$ cat src/rtl/reservation_station.sv
// Reservation station: buffers issued instructions, snoops the CDB for
// outstanding operands and dispatches the lowest-index ready entry into a
// single output register with valid/ready handshake.

// One station slot: holds op/target/operands and snoops the CDB.
module rs_entry #(
  parameter int DATA_WIDTH = 32,
  parameter int TAG_WIDTH  = 4,
  parameter int OP_WIDTH   = 6
) (
  input  logic                  clk,
  input  logic                  rst,
  input  logic                  wr_en,
  input  logic                  clr_en,
  input  logic [TAG_WIDTH-1:0]  cdb_tag,
  input  logic [DATA_WIDTH-1:0] cdb_data,
  input  logic [OP_WIDTH-1:0]   wr_op,
  input  logic [TAG_WIDTH-1:0]  wr_target,
  input  logic [TAG_WIDTH-1:0]  wr_tag1,
  input  logic [TAG_WIDTH-1:0]  wr_tag2,
  input  logic [DATA_WIDTH-1:0] wr_val1,
  input  logic [DATA_WIDTH-1:0] wr_val2,
  output logic                  valid,
  output logic                  ready,
  output logic [OP_WIDTH-1:0]   op,
  output logic [TAG_WIDTH-1:0]  target,
  output logic [DATA_WIDTH-1:0] val1,
  output logic [DATA_WIDTH-1:0] val2
);
  logic                  valid_q, valid_d;
  logic [OP_WIDTH-1:0]   op_q, op_d;
  logic [TAG_WIDTH-1:0]  target_q, target_d;
  logic [TAG_WIDTH-1:0]  tag1_q, tag1_d, tag2_q, tag2_d;
  logic [DATA_WIDTH-1:0] val1_q, val1_d, val2_q, val2_d;

  // Next state: snoop, then dispatch clear, then issue write (write wins;
  // the top never writes and clears the same slot in one edge).
  always_comb begin
    valid_d  = valid_q;
    op_d     = op_q;
    target_d = target_q;
    tag1_d   = tag1_q;
    tag2_d   = tag2_q;
    val1_d   = val1_q;
    val2_d   = val2_q;
    // A zero tag never matches, so cdb_tag==0 is harmless here.
    if (valid_q && tag1_q != '0 && tag1_q == cdb_tag) begin
      tag1_d = '0;
      val1_d = cdb_data;
    end
    if (valid_q && tag2_q != '0 && tag2_q == cdb_tag) begin
      tag2_d = '0;
      val2_d = cdb_data;
    end
    if (clr_en) valid_d = 1'b0;
    if (wr_en) begin
      valid_d  = 1'b1;
      op_d     = wr_op;
      target_d = wr_target;
      tag1_d   = wr_tag1;
      tag2_d   = wr_tag2;
      val1_d   = wr_val1;
      val2_d   = wr_val2;
    end
  end

  // Slot registers with synchronous reset.
  always_ff @(posedge clk) begin
    if (rst) begin
      valid_q  <= 1'b0;
      op_q     <= '0;
      target_q <= '0;
      tag1_q   <= '0;
      tag2_q   <= '0;
      val1_q   <= '0;
      val2_q   <= '0;
    end else begin
      valid_q  <= valid_d;
      op_q     <= op_d;
      target_q <= target_d;
      tag1_q   <= tag1_d;
      tag2_q   <= tag2_d;
      val1_q   <= val1_d;
      val2_q   <= val2_d;
    end
  end

  assign valid  = valid_q;
  assign ready  = valid_q && (tag1_q == '0) && (tag2_q == '0);
  assign op     = op_q;
  assign target = target_q;
  assign val1   = val1_q;
  assign val2   = val2_q;
endmodule

module reservation_station #(
  parameter int UNIT_ID    = 0,
  parameter int DEPTH      = 4,
  parameter int DATA_WIDTH = 32,
  parameter int TAG_WIDTH  = 4,
  parameter int OP_WIDTH   = 6,
  parameter int UNIT_WIDTH = 3
) (
  input  logic                         clk,
  input  logic                         rst,
  input  logic [UNIT_WIDTH-1:0]        in_ex_unit,
  input  logic [OP_WIDTH-1:0]          in_op,
  input  logic [TAG_WIDTH-1:0]         in_tag1,
  input  logic [TAG_WIDTH-1:0]         in_tag2,
  input  logic [DATA_WIDTH-1:0]        in_val1,
  input  logic [DATA_WIDTH-1:0]        in_val2,
  input  logic [TAG_WIDTH-1:0]         in_target,
  input  logic [TAG_WIDTH-1:0]         cdb_tag,
  input  logic [DATA_WIDTH-1:0]        cdb_data,
  output logic                         full,
  output logic [$clog2(DEPTH+1)-1:0]   count,
  output logic                         ex_valid,
  input  logic                         ex_ready,
  output logic [OP_WIDTH-1:0]          ex_op,
  output logic [DATA_WIDTH-1:0]        ex_val1,
  output logic [DATA_WIDTH-1:0]        ex_val2,
  output logic [TAG_WIDTH-1:0]         ex_target
);
  localparam int CW = $clog2(DEPTH+1);
  localparam int IW = $clog2(DEPTH);

  logic [DEPTH-1:0]                 ent_valid, ent_ready;
  logic [DEPTH-1:0][OP_WIDTH-1:0]   ent_op;
  logic [DEPTH-1:0][TAG_WIDTH-1:0]  ent_target;
  logic [DEPTH-1:0][DATA_WIDTH-1:0] ent_val1, ent_val2;

  logic                  issue_ok, load, disp_hit, free_hit;
  logic [IW-1:0]         disp_idx, free_idx;
  logic [TAG_WIDTH-1:0]  wr_tag1, wr_tag2;
  logic [DATA_WIDTH-1:0] wr_val1, wr_val2;
  logic [CW-1:0]         count_c;

  logic                  ex_valid_q, ex_valid_d;
  logic [OP_WIDTH-1:0]   ex_op_q, ex_op_d;
  logic [DATA_WIDTH-1:0] ex_val1_q, ex_val1_d, ex_val2_q, ex_val2_d;
  logic [TAG_WIDTH-1:0]  ex_target_q, ex_target_d;

  // Occupancy from registered valid bits only; no input feeds full/count.
  always_comb begin
    count_c = '0;
    for (int i = 0; i < DEPTH; i++) count_c = count_c + CW'(ent_valid[i]);
  end
  assign count = count_c;
  assign full  = &ent_valid;

  // Lowest-index ready and lowest-index free slot (scan high to low so the
  // lowest match is the last write).
  always_comb begin
    disp_hit = 1'b0;
    disp_idx = '0;
    free_hit = 1'b0;
    free_idx = '0;
    for (int i = DEPTH-1; i >= 0; i--) begin
      if (ent_ready[i]) begin
        disp_hit = 1'b1;
        disp_idx = IW'(i);
      end
      if (!ent_valid[i]) begin
        free_hit = 1'b1;
        free_idx = IW'(i);
      end
    end
  end

  // Issue filter and same-cycle CDB forwarding for the incoming operands.
  always_comb begin
    issue_ok = (in_target != '0) && (in_ex_unit == UNIT_WIDTH'(UNIT_ID)) &&
               !full && free_hit;
    wr_tag1  = in_tag1;
    wr_val1  = in_val1;
    wr_tag2  = in_tag2;
    wr_val2  = in_val2;
    if (in_tag1 != '0 && in_tag1 == cdb_tag) begin
      wr_tag1 = '0;
      wr_val1 = cdb_data;
    end
    if (in_tag2 != '0 && in_tag2 == cdb_tag) begin
      wr_tag2 = '0;
      wr_val2 = cdb_data;
    end
  end

  assign load = !ex_valid_q || ex_ready;

  // Issue targets a slot that is free before the edge, so it can never be
  // the slot being dispatched in the same edge.
  for (genvar g = 0; g < DEPTH; g++) begin : g_ent
    rs_entry #(
      .DATA_WIDTH(DATA_WIDTH),
      .TAG_WIDTH (TAG_WIDTH),
      .OP_WIDTH  (OP_WIDTH)
    ) u_ent (
      .clk      (clk),
      .rst      (rst),
      .wr_en    (issue_ok && (free_idx == IW'(g))),
      .clr_en   (load && disp_hit && (disp_idx == IW'(g))),
      .cdb_tag  (cdb_tag),
      .cdb_data (cdb_data),
      .wr_op    (in_op),
      .wr_target(in_target),
      .wr_tag1  (wr_tag1),
      .wr_tag2  (wr_tag2),
      .wr_val1  (wr_val1),
      .wr_val2  (wr_val2),
      .valid    (ent_valid[g]),
      .ready    (ent_ready[g]),
      .op       (ent_op[g]),
      .target   (ent_target[g]),
      .val1     (ent_val1[g]),
      .val2     (ent_val2[g])
    );
  end

  // Dispatch register: reload when empty or consumed; hold under backpressure.
  always_comb begin
    ex_valid_d  = ex_valid_q;
    ex_op_d     = ex_op_q;
    ex_val1_d   = ex_val1_q;
    ex_val2_d   = ex_val2_q;
    ex_target_d = ex_target_q;
    if (load) begin
      ex_valid_d = disp_hit;
      if (disp_hit) begin
        ex_op_d     = ent_op[disp_idx];
        ex_val1_d   = ent_val1[disp_idx];
        ex_val2_d   = ent_val2[disp_idx];
        ex_target_d = ent_target[disp_idx];
      end
    end
  end

  // Dispatch register flops.
  always_ff @(posedge clk) begin
    if (rst) begin
      ex_valid_q  <= 1'b0;
      ex_op_q     <= '0;
      ex_val1_q   <= '0;
      ex_val2_q   <= '0;
      ex_target_q <= '0;
    end else begin
      ex_valid_q  <= ex_valid_d;
      ex_op_q     <= ex_op_d;
      ex_val1_q   <= ex_val1_d;
      ex_val2_q   <= ex_val2_d;
      ex_target_q <= ex_target_d;
    end
  end

  assign ex_valid  = ex_valid_q;
  assign ex_op     = ex_op_q;
  assign ex_val1   = ex_val1_q;
  assign ex_val2   = ex_val2_q;
  assign ex_target = ex_target_q;
endmodule

$ cat config.mk
export PLATFORM = sky130hd
export DESIGN_NAME = reservation_station
export DESIGN_NICKNAME = d
export VERILOG_FILES = /design/src/rtl/reservation_station.sv
export SDC_FILE = /design/constraint.sdc
export NUM_CORES = 1
export LEC_CHECK = 0
export CORE_ASPECT_RATIO = 0.8
export CORE_MARGIN = 1
export CORE_UTILIZATION = 69
export CTS_CLUSTER_SIZE = 14
export DETAILED_ROUTE_END_ITERATION = 10
export DONT_BUFFER_PORTS = 1
export PLACE_DENSITY = 0.95
export SLEW_MARGIN = 20
export SYNTH_ARGS = -nofsm -noshare
export SYNTH_HDL_FRONTEND = slang
export SYNTH_SLANG_ARGS = --single-unit
$ cat constraint.sdc
create_clock -name clk -period 6 [get_ports clk]
set_input_delay 0.9 -clock clk [delete_from_list [all_inputs] [get_ports clk]]
set_output_delay 0.9 -clock clk [all_outputs]
set_load 0.1 [all_outputs]
==> load_flow_metrics.sql, run 1 <==
INSERT INTO impl_metrics (metric_group, metric, value, unit) VALUES
('worst_setup_path', 'worst_path_max_delay_cell', 'sky130_fd_sc_hd__ha_1', ''),
('cts', 'post_cts_buffers', '0', ''),
('cts', 'tritoncts', 'done', ''),
('worst_setup_path', 'worst-r2r-setup-slack', '2280', 'ps'),
('route', 'remaining_number_of_nets_flagged_by_the_antenna_check_after_routing', '0', ''),
('layout', 'final_net_count', '2120', ''),
('placed_design', 'io_buffer_count', '0', ''),
('synthesis', 'postSynthRegisterBits', '407', ''),
('grt', 'grt_pass1_wl', '98.65', 'mm'),
('cts', 'clk-insertion-delay-late', '570', 'ps'),
('worst_setup_path', 'cp.arrival', '3090', 'ps'),
('timing', 'layout_setup_ws', '2013', 'ps'),
('grt', 'grt_start_max_net_pins', '408', ''),
('synthesis', 'synth.cell_area', '18800', 'um2'),
('synthesis', 'synth_sequential_area_ratio', '43.34', '%'),
('synthesis', 'yosysTopAreaCellShare', '43.34', '%'),
('synthesis', 'synthesis.nets', '2275', ''),
('synthesis', 'postSynth.topFlopCell', 'sky130_fd_sc_hd__dfxtp_1', ''),
('die', 'core_area', '26530', 'um2'),
('route', 'drt_pre_antenna_iters', '7', ''),
('timing', 'report.final.setup_viol', '0', ''),
('die', 'ioPinCount', '203', ''),
('timing', 'rsz0062_at_grt', 'false', ''),
('worst_setup_path', 'critPathMaxFanout', '14', ''),
('worst_setup_path', 'critPathTopFamily', 'adder cells', ''),
('worst_setup_path', 'ws_path_type', 'register to output pin', ''),
('cts', 'cts-root-buf', 'sky130_fd_sc_hd__clkbuf_16', ''),
('layout', 'finalInstanceArea', '19930', 'um2'),
('synthesis', 'number_of_distinct_library_cells_after_synthesis', '60', ''),
('cts', 'max-clock-path-buffers', '3', ''),
('cts', 'cts.htree.levels', '2', ''),
('synthesis', 'synth_warnings', '0', ''),
('route', 'routedWlPerCell', '27.16', 'um'),
('worst_hold_path', 'worst_hold_startpoint', 'rst', ''),
('synthesis', 'synth_cells', '2147', ''),
('pwr', 'power_per_cell_area', '308.0', 'nW/um2'),
('timing', 'slew_headroom', '17.54', '%'),
('placed_design', 'detailedPlace.worstSlack', '2294', 'ps'),
('timing', 'worst_slew_pin_slew', '1228', 'ps'),
('timing', 'period_share', '66.44', '%'),
('synthesis', 'top_cells_by_area_synth', 'sky130_fd_sc_hd__dfxtp_1 (43%), sky130_fd_sc_hd__a211oi_1 (8.1%), sky130_fd_sc_hd__o221a_2 (5.7%)', ''),
('layout', 'layout_cell_share_with_drive_strength_beyond_1', '12.85', '%'),
('worst_hold_path', 'min_path_cells', '1', ''),
('die', 'die_x', '186.6', 'um'),
('placed_design', 'routabilityCongestion', '0.9145', ''),
('synthesis', 'synth-async-reset-ratio', '0', '%'),
('timing', 'finalHoldViolations', '0', ''),
('run_status', 'status', 'complete, no violations', ''),
('placed_design', 'placedInstanceArea', '18450', 'um2'),
('route', 'drc', '0', ''),
('synthesis', 'synthDominantAreaCellType', 'sky130_fd_sc_hd__dfxtp_1', ''),
('timing', 'tns', '0', 'ps'),
('grt', 'globalRouteTotalUtil', '44.45', '%'),
('timing', 'fmax', '250.8', 'MHz'),
('pwr', 'vdd_ir_drop_max', '0.2207', 'mV'),
('cts', 'cts_inserted_buffers', '41', ''),
('worst_setup_path', 'endpoint_kind', 'output pin', ''),
('die', 'die_y', '149.6', 'um'),
('grt', 'globalRoute.totalOverflow', '0', ''),
('die', 'floorplan.rows', '53', ''),
('timing', 'fin_worst_hold_slack', '424.8', 'ps'),
('route', 'route.detailed.vias_per_inst', '7.757', ''),
('synthesis', 'mean_instance_size_in_the_synthesized_netlist', '8.757', 'um2'),
('layout', 'fill_cells', '1709', ''),
('job', 'timing.max_cap.violations', '0', ''),
('worst_setup_path', 'reg2reg_from', 'g_ent[0].u_ent.valid', ''),
('pwr', 'leakage', '6.794', 'nW'),
('layout', 'antennaDiodeCount', '0', ''),
('worst_setup_path', 'worst_setup_path_start_kind', 'register', ''),
('worst_hold_path', 'hp-class', 'input pin to register', ''),
('route', 'drtIter0Drc', '3765', '');
## Yosys cell counts, drive strengths merged, types with 14 or more instances
master and number:
a211oi 234, a21oi 145, a31oi 79, a32oi 27, buf 123, clkbuf 98
dfxtp 407, inv 141, nand2 166, nand3 16, nor2 183, nor3 84
o21ai 14, o221a 96, o22ai 131, o31a 74, o32ai 32, xnor2 16
xor2 16
## where the power goes
part,internal [W],switching (W),leakage (nW)
combinational,0.000127,0.000227,2.81
clock,0.00159,0.00112,0.693
sequential,0.00277,0.000300,3.29
total,0.00449,0.00165,6.79
## cell families (layout without fill, tap and decap cells)
logic type	count (synthesis)	count (layout)	share of synthesized area, %
xor gates and xnor gates	32	32	1.491
adders and majority gates	4	4	0.3061
and+or+nand+nor	492	492	11.47
DFF	407	407	43.34
AOI/OAI and AO/OA	850	850	34.69
buffers and inverters	362	238	8.704
## area by class of cell
| type | count | area, um2 | share of cell area [%] |
|---|---|---|---|
| inverters | 141 | 529.3 | 2.656 |
| well taps | 357 | 446.7 | 2.241 |
| clock buffers | 55 | 1171 | 5.876 |
| repair buffers | 23 | 220.2 | 1.105 |
| multi-input cells | 1378 | 9178 | 46.05 |
| flip-flops and latches | 407 | 8148 | 40.88 |
| clock inverters | 19 | 236.5 | 1.187 |
## layout by cell type (no fill, tap or decap), types with 8 or more instances in the layout
cell type	instances
sky130_fd_sc_hd__nand3_1	13
sky130_fd_sc_hd__o21ai_4	8
sky130_fd_sc_hd__o31a_1	74
sky130_fd_sc_hd__clkinv_2	9
sky130_fd_sc_hd__buf_4	20
sky130_fd_sc_hd__xnor2_1	16
sky130_fd_sc_hd__o221a_2	96
sky130_fd_sc_hd__a211oi_1	203
sky130_fd_sc_hd__xor2_1	16
sky130_fd_sc_hd__clkbuf_16	43
sky130_fd_sc_hd__nor3_1	83
sky130_fd_sc_hd__a211oi_2	31
sky130_fd_sc_hd__inv_1	141
sky130_fd_sc_hd__a21oi_1	143
sky130_fd_sc_hd__o32ai_1	32
sky130_fd_sc_hd__dfxtp_1	407
sky130_fd_sc_hd__o22ai_1	128
sky130_fd_sc_hd__a31oi_1	77
sky130_fd_sc_hd__nand2_1	165
sky130_fd_sc_hd__a32oi_1	25
sky130_fd_sc_hd__nor2_1	183
## registers in the layout (all words and copies together), names as in the netlist
register	flops
g_ent.u_ent.val1	128
g_ent.u_ent.val2	128
ex_val1	32
ex_val2	32
g_ent.u_ent.op	24
g_ent.u_ent.tag1_q	16
g_ent.u_ent.tag2_q	16
g_ent.u_ent.target	16
ex_op	6
ex_target	4
g_ent.u_ent.valid	4
ex_valid	1
## worst register-to-register path: cells and delay by family (launching register included)
| kind | cells | cell delay [ps] |
|---|---|---|
| compound gates | 3 | 910 |
| fa+ha+maj | 1 | 350 |
| buf+inv | 1 | 420 |
| flops | 1 | 520 |
| simple gates | 2 | 1370 |
## layer usage
layer  vias to the layer above  part of all wire [%]  track usage, %
li1                       7703                     -               -
met1                      8462                    34           53.42
met2                      1819                    42           64.94
met3                       475                    18           19.02
met4                         2                   6.9           29.67
met5                         -                 0.026               0
## stage by stage
step / utilization (%) / total power [W]
after global routing: 75.13 / 0.006256
final: 75.13 / 0.006138
after floorplan: - / 0.003403
after CTS: 74.87 / 0.006094
after detailed placement: 69.56 / 0.003455
after global placement: 69.56 / 0.003437
## worst max path at each step
stage	startpoint	to	depth (start not counted)
6_report	g_ent[0].u_ent.valid	count[1]	5
5_1_grt	g_ent[0].u_ent.valid	count[1]	5
4_1_cts	g_ent[0].u_ent.valid	count[1]	5
3_5_place_dp	in_ex_unit[1]	g_ent[3].u_ent.val1[19]	5
3_3_place_gp	in_ex_unit[1]	g_ent[3].u_ent.val1[4]	5
2_1_floorplan	g_ent[0].u_ent.valid	count[1]	6
Power figures use the tool's default switching activity.
==> run 2: changes to the inputs <==
CORE_UTILIZATION = 64   (was 69)
PLACE_DENSITY = 0.91   (was 0.95)
clock period = 4.2 ns   (was 6 ns; I/O delays follow)
==> load_flow_metrics.sql, run 2 (synthesis results as in run 1) <==
INSERT INTO impl_metrics (metric_group, metric, value, unit) VALUES
('pwr', 'post_layout_total_power', '0.008454', 'W'),
('layout', 'final_net_count', '2134', ''),
('die', 'floorplan.initialDensity', '65.84', '%'),
('grt', 'grt_most_used_layer', 'met2', ''),
('grt', 'grt_pass1_wl', '97.11', 'mm'),
('layout', 'multi_input_comb_area', '9144', 'um2'),
('cts', 'tritoncts', 'done', ''),
('run_status', 'status', 'complete, no violations', ''),
('worst_setup_path', 'worst_path_max_delay_cell', 'sky130_fd_sc_hd__ha_1', ''),
('placed_design', 'place_hpwl', '36.25', 'mm'),
('pwr', 'power_per_cell_area', '425.4', 'nW/um2'),
('placed_design', 'placedInstanceArea', '18600', 'um2'),
('timing', 'fmax', '275.9', 'MHz'),
('worst_setup_path', 'endpoint_kind', 'output pin', ''),
('cts', 'clkSinkCount', '407', ''),
('grt', 'met1_usage', '49.77', '%'),
('timing', 'rsz0062_at_grt', 'false', ''),
('layout', 'sequential_cell_area', '8148', 'um2'),
('cts', 'ctsHoldBuffers', '0', ''),
('cts', 'post_cts_buffers', '0', ''),
('layout', 'layout-area-overhead-vs-synth', '5.703', '%'),
('timing', 'worst_slew_pin_slew', '1217', 'ps'),
('die', 'core_area', '28560', 'um2'),
('pwr', 'vdd_ir_drop_max', '0.4207', 'mV'),
('layout', 'layout_cell_share_with_drive_strength_beyond_1', '13.23', '%'),
('pwr', 'leakage', '6.795', 'nW'),
('cts', 'max-clock-path-buffers', '3', ''),
('grt', 'grt_pass1_vias', '17400', ''),
('timing', 'layout_setup_ws', '574.8', 'ps'),
('cts', 'clkSlewWorstSetupHoldPaths', '60', 'ps'),
('worst_setup_path', 'worstPathBufferInverterCount', '2', ''),
('route', 'remaining_number_of_nets_flagged_by_the_antenna_check_after_routing', '0', ''),
('cts', 'cts.htree.levels', '2', ''),
('placed_design', 'detailedPlace.worstSlack', '921.6', 'ps'),
('worst_setup_path', 'timing.critical_path.cells', 'inv_1 > fa_1 > inv_1 > ha_1 > ha_1', ''),
('layout', 'fill_cells', '2136', ''),
('worst_hold_path', 'hp-class', 'input pin to register', ''),
('die', 'floorplan.rows', '55', ''),
('die', 'ioPinCount', '203', ''),
('route', 'number_of_vias_after_detailed_routing', '17850', ''),
('job', 'timing.max_cap.violations', '0', ''),
('placed_design', 'routabilityCongestion', '0.8824', ''),
('route', 'drt_pre_antenna_iters', '6', ''),
('route', 'wirelength', '62.97', 'mm'),
('timing', 'slew_headroom', '18.56', '%'),
('grt', 'globalRoute.totalOverflow', '0', ''),
('placed_design', 'io_buffer_count', '0', ''),
('worst_setup_path', 'reg2regPathDepth', '6', ''),
('layout', 'commonest_cells_after_routing_fill_and_taps_aside', 'sky130_fd_sc_hd__dfxtp_1 (407), sky130_fd_sc_hd__a211oi_1 (203), sky130_fd_sc_hd__nor2_1 (183)', ''),
('layout', 'antennaDiodeCount', '0', ''),
('worst_setup_path', 'worst-path-stages', '5', ''),
('worst_setup_path', 'cp.arrival', '3000', 'ps'),
('timing', 'report.final.slew_viol_count', '0', ''),
('timing', 'tns', '0', 'ps'),
('grt', 'global_route_met2_usage', '62.45', '%'),
('layout', 'final_common_cell', 'sky130_fd_sc_hd__dfxtp_1', ''),
('route', 'drc', '0', ''),
('grt', 'antenna_found_initial', '1', ''),
('worst_setup_path', 'critPathMaxFanout', '14', ''),
('route', 'route.detailed.vias_per_inst', '7.429', ''),
('worst_setup_path', 'critical-path-max-stage-delay', '850', 'ps'),
('die', 'die_y', '155.3', 'um'),
('worst_setup_path', 'reg2reg_to', 'g_ent[0].u_ent.val1[10]', ''),
('timing', 'clock_skew', '16.97', 'ps'),
('worst_setup_path', 'worst_setup_path_start_kind', 'register', ''),
('cts', 'cts-root-buf', 'sky130_fd_sc_hd__clkbuf_16', ''),
('worst_setup_path', 'worstSetupEndpoint', 'count[1]', ''),
('grt', 'grt_start_max_net_pins', '408', ''),
('grt', 'met3_usage', '14.98', '%'),
('worst_setup_path', 'timing.critical_path.required', '3570', 'ps'),
('cts', 'cts_inserted_buffers', '39', ''),
('worst_setup_path', 'crit_path_start', 'g_ent[0].u_ent.valid', ''),
('die', 'design.die.area', '30070', 'um2'),
('timing', 'period_share', '86.31', '%'),
('grt', 'globalRouteTotalUtil', '40.38', '%'),
('timing', 'report.final.setup_viol', '0', ''),
('route', 'drtIter0Drc', '2826', ''),
('layout', 'finalInstanceArea', '19870', 'um2'),
('timing', 'layout_min_cycle_time', '3625', 'ps'),
('worst_setup_path', 'reg2reg_from', 'g_ent[0].u_ent.valid', ''),
('die', 'die_x', '193.6', 'um'),
('route', 'routedWlPerCell', '26.21', 'um'),
('cts', 'clk-insertion-delay-late', '560', 'ps'),
('worst_setup_path', 'ws_path_type', 'register to output pin', ''),
('timing', 'finalHoldViolations', '0', ''),
('worst_setup_path', 'critPathTopFamily', 'adder cells', ''),
('worst_setup_path', 'worst-r2r-setup-slack', '810', 'ps'),
('cts', 'cts-resized-gates', '0', '');
run 2: cell count changes in the layout (fill, tap and decap cells not counted), sizes merged:
| cell | delta |
|---|---|
| clkinv | -5 |
| buf | +16 |
| bufinv | -2 |
| inv | +1 |
run 2: layer usage:
metal	up-vias	share of wire (%)	wire length, um
met1	8333	35	22010
met4	2	5.0	3149
met2	1472	43	27280
li1	7728	-	-
met5	-	0.017	11
met3	316	17	10520
run 2: how the worst min path moves through the flow:
| stage | from | end | slack (ps) | cells past startpoint |
|---|---|---|---|---|
| floorplan | g_ent[0].u_ent.val2[0] | ex_val2[0] | 440 | 2 |
| detailed placement | g_ent[0].u_ent.op[2] | g_ent[0].u_ent.op[2] | 450 | 2 |
| finish | rst | ex_val2[23] | 160 | 1 |
| CTS | rst | g_ent[1].u_ent.val2[10] | 170 | 1 |
| global placement | g_ent[0].u_ent.val2[10] | ex_val2[10] | 440 | 2 |
| global route | rst | ex_val2[11] | 180 | 1 |
run 2: layout make-up:
cell class	instances	share of cell area (%)
Clock buffer	55	5.616
Timing Repair Buffer	39	1.599
Inverter	141	2.663
Clock inverter	13	0.7870
Multi-Input combinational cell	1378	46.01
Sequential cell	407	41.00
Tap cell	370	2.329
run 2: metrics by stage:
| stage | hold slack, ps | cells | utilization, % |
|---|---|---|---|
| global placement | 441.3 | 2335 | 65.13 |
| CTS | 173.2 | 2403 | 69.59 |
| global route | 183.9 | 2403 | 69.59 |
| finish | 161.1 | 2403 | 69.59 |
| detailed placement | 446.5 | 2335 | 65.13 |
| floorplan | 436.1 | 2147 | - |
run 2: where the power goes:
group          leakage, nW  internal, W  switching (W)
clock network        0.623      0.00204        0.00153
logic                 2.88     0.000184       0.000316
registers             3.29      0.00396       0.000422
total                 6.80      0.00618        0.00227
